### config.mk
export PLATFORM = sky130hd
export DESIGN_NAME = piso_serializer
export DESIGN_NICKNAME = d
export VERILOG_FILES = /design/src/rtl/piso_pkg.sv /design/src/rtl/piso_serializer.sv
export SDC_FILE = /design/constraint.sdc
export NUM_CORES = 1
export LEC_CHECK = 0
export BUFFER_PORTS_ARGS = -buffer_cell sky130_fd_sc_hd__buf_2
export CAP_MARGIN = 20
export CORE_MARGIN = 1.5
export CORE_UTILIZATION = 50
export DETAILED_ROUTE_END_ITERATION = 6
export GPL_ROUTABILITY_DRIVEN = 0
export GPL_TIMING_DRIVEN = 0
export PLACE_DENSITY = 0.82
export SLEW_MARGIN = 0
export SYNTH_ARGS = -nofsm -noshare
export SYNTH_HDL_FRONTEND = slang
export SYNTH_SLANG_ARGS = --single-unit
export TNS_END_PERCENT = 20
### constraint.sdc
create_clock -name clk -period 3.5 [get_ports clk]
set_input_delay 0.175 -clock clk [delete_from_list [all_inputs] [get_ports clk]]
set_output_delay 0.175 -clock clk [all_outputs]
set_load 0.01 [all_outputs]
### src/rtl/piso_pkg.sv
// Shared definitions for the parallel-in serial-out serializer:
// FSM state encoding and the shift-direction codes.
package piso_pkg;

  typedef enum logic {
    IDLE  = 1'b0,
    SHIFT = 1'b1
  } state_t;

  localparam logic DIR_MSB_FIRST = 1'b0;
  localparam logic DIR_LSB_FIRST = 1'b1;

endpackage

### src/rtl/piso_serializer.sv
// Parallel-in serial-out serializer with a valid/ready load port, pause, and
// back-to-back frames. shift_en qualifies serial_out for a downstream shift register.
module piso_serializer
  import piso_pkg::*;
#(
  parameter int WIDTH = 8
) (
  input  logic             clk,
  input  logic             reset,
  input  logic             load_valid,
  output logic             load_ready,
  input  logic [WIDTH-1:0] load_data,
  input  logic             direction,
  input  logic             pause,
  output logic             serial_out,
  output logic             shift_en,
  output logic             busy,
  output logic             done
);

  localparam int CW = $clog2(WIDTH);

  state_t           state;
  logic [WIDTH-1:0] shreg;
  logic [CW-1:0]    cnt;
  logic             dir_q;
  logic             last;
  logic             accept;

  // Gating shift_en with reset makes an abort take effect in the reset cycle itself.
  assign busy       = (state == SHIFT);
  assign shift_en   = busy & ~pause & ~reset;
  assign last       = shift_en & (cnt == '0);
  assign done       = last;
  assign load_ready = ~busy | last;
  assign accept     = load_valid & load_ready;
  assign serial_out = busy ? ((dir_q == DIR_LSB_FIRST) ? shreg[0] : shreg[WIDTH-1]) : 1'b0;

  // A reload on the last bit takes priority over the shift so frames run gap-free.
  always_ff @(posedge clk) begin
    if (reset) begin
      state <= IDLE;
      shreg <= '0;
      cnt   <= '0;
      dir_q <= DIR_MSB_FIRST;
    end else if (accept) begin
      state <= SHIFT;
      shreg <= load_data;
      dir_q <= direction;
      cnt   <= CW'(WIDTH - 1);
    end else if (shift_en) begin
      shreg <= (dir_q == DIR_LSB_FIRST) ? (shreg >> 1) : (shreg << 1);
      if (last) begin
        state <= IDLE;
      end else begin
        cnt <= cnt - 1'b1;
      end
    end
  end

endmodule

==> reports/metrics.yaml <==
status:
  status: "finished clean"
worst_hold_path:
  hp-class: "input port to flop"
  hold_depth: 3
power:
  power_frac_clock_pct: 28.1
  combinationalPowerShare_pct: 21.2
  power_frac_seq_pct: 50.7
  p_sw_share_pct: 30.2
  power.leakage_nw: 0.341
  power_switching_mw: 0.102
  vdd.ir_drop.worst_v: 0.000248
  internal_power_mw: 0.235
  p_per_area_nw_per_um2: 397
critical_path:
  critPathCaptureType: "output port"
  reg2reg_depth: 7
  crit_required_ns: 3.32
  critPathLaunchType: "flop"
  cp.arrival_ns: 1.57
  critPathMaxFanout: 10
  critPathKind: "flop to output port"
clock_tree:
  cts-htree-levels: 1
  cts.repair.resized: 0
  max-clock-path-buffers: 2
  post-cts-setup-buffer-count: 0
  cts.sinks: 13
  cts_root_buf: "clkbuf_4"
  tritoncts: "done"
  cts_hold_buf: 0
  cts_made_buffers: 3
  cts.clk_slew.worst_paths_ns: 0.09
  clk_latency_ns: 0.28
synthesis:
  synthCells: 87
  synth_area_leaders: "dfxtp_1, mux2i_1, nand2_1, a21oi_1, o211ai_1"
  synth_area_leader_cell: "dfxtp_1"
  synth_area_per_cell_sq_um: 8.26
  netlist_area_sq_um: 718
  synth_top_area_share_pct: 36.2
  synth_cell_types: 25
  synth-seq-cells: 13
  synth_warnings: 0
  yosysSeqAreaShare_pct: 36.2
  syn-num-nets: 102
cells_and_area:
  layout_common_cells: "buf_2, nand2_1, dfxtp_1"
  final_common_cell: "buf_2"
  nets: 124
  final_layout_size_suffix_gt1_share_pct: 25.9
  num_antenna_cells: 0
  areaGrowthSynthToFinish_pct: 18.3
  final_area_sq_um: 850
global_routing:
  grt_pass1_vias: 577
  grt_max_degree: 11
  grt_pass1_wl_microns: 2420
  track_usage_pct: 22.9
  grt_antenna_before_repair: 0
  grt-ovfl-total: 0
placed_design:
  place_hpwl_microns: 1080
  port_buffers: 17
  placed_area_sq_um: 822
sta:
  worst_pin_slew_ns: 0.458
  max_freq_ghz: 0.573
  clock_skew_ns: 0.0128
  fin_crit_sh_pct: 49.8
  relSlewSlack_pct: 69.5
  slew_violations: 0
  min_period_ns: 1.74
  rsz0062_at_grt: "no"
  hold_viol_final: 0
  setup_viol: 0
  finalSetupTns_ns: 0
floorplan:
  die_y_microns: 40.9
  core_area_sq_um: 1320
  initial_core_util_pct: 54.5
  die-area_sq_um: 1670
  io_pins: 18
  rows: 13
  die_x_microns: 40.9
drt:
  wire_per_inst_microns: 12.2
  num_vias: 689
  wl_met3_microns: 60
  vias_per_cell: 5.60
  ant_nets: 0
  routed_wl_microns: 1500
  dr_wl_met2_microns: 718
  top_layer: "met4"
  drt_first_pass_iters: 4
  remaining_drc_errors: 0
  drt_iter0_drc: 4
  drt-met1-wl_microns: 696
job:
  cap_violations: 0
[registers in the layout (all words and copies together), names as in the netlist]
register,cells
cnt,3
busy,1
dir_q,1
shreg,8
[worst paths after layout]
| kind | slack [ns] | end | start |
|---|---|---|---|
| hold / removal | 0.12 | shreg[3] | load_data[3] |
| hold reg to reg | 0.49 | cnt[0] | cnt[0] |
| setup reg to reg | 1.90 | shreg[6] | cnt[0] |
| setup / recovery | 1.76 | shift_en | busy |
[power groups by stage]
| stage | clock network (mW) | logic (mW) | registers (mW) |
|---|---|---|---|
| 3_5_place_dp | 0 | 0.0713 | 0.174 |
| 2_1_floorplan | 0 | 0.0507 | 0.172 |
| 5_1_grt | 0.104 | 0.0804 | 0.173 |
| 4_1_cts | 0.0979 | 0.0718 | 0.171 |
| 6_report | 0.0946 | 0.0715 | 0.171 |
| 3_3_place_gp | 0 | 0.0694 | 0.173 |
[final cells by class]
class,instances,area (sq um)
fillers,122,468
multi-input cells,65,407
flip-flops and latches,13,260
repair buffers,17,85.1
plain buffers,4,27.5
inverters,5,23.8
clock buffers,3,22.5
well taps,15,18.8
clock inverters,1,5.00
[cell families (layout without fill, tap and decap cells)]
family,Yosys count,after routing,share of synthesized area (%)
AO/OA/AOI/OAI,29,29,25.6
flip-flops,13,13,36.2
AND/OR/NAND/NOR,27,27,17.8
multiplexers,7,7,9.76
buffers and inverters,9,30,7.14
adder cells (fa/ha/maj),2,2,3.48
[metrics by stage]
| step | instances | power, mW | setup slack [ns] | hold slack [ns] | util (%) |
|---|---|---|---|---|---|
| final | 123 | 0.337 | 1.76 | 0.120 | 64.5 |
| after floorplan | 87 | 0.222 | 2.06 | 0.247 | - |
| after global routing | 123 | 0.357 | 1.61 | 0.124 | 64.5 |
| after global placement | 119 | 0.243 | 1.96 | 0.414 | 62.4 |
| after detailed placement | 119 | 0.245 | 1.92 | 0.425 | 62.4 |
| after CTS | 123 | 0.341 | 1.75 | 0.114 | 64.5 |
[critical path, cell delays in order (launching register included)]
cell      delay (ns)
dfxtp_1         0.42
inv_2           0.08
or3_4           0.43
clkinv_4        0.08
buf_6           0.13
buf_2           0.13
[synth_stat cells (all sizes together)]
cell	count
a21o	1
a21oi	11
a221oi	1
a311oi	4
buf	3
clkbuf	1
clkinv	1
dfxtp	13
ha	2
inv	4
mux2i	7
nand2	17
nand2b	1
nand3	1
nand3b	1
nor2	5
nor4b	1
o211ai	6
o21a	1
o21ai	5
or3	1
[per-layer routing]
layer | up-vias | global-route usage [%]
met5 | - | 0
met4 | 0 | 15.0
met3 | 4 | 3.26
met2 | 19 | 37.1
met1 | 311 | 27.8
li1 | 355 | -
Power figures use the tool's default switching activity.
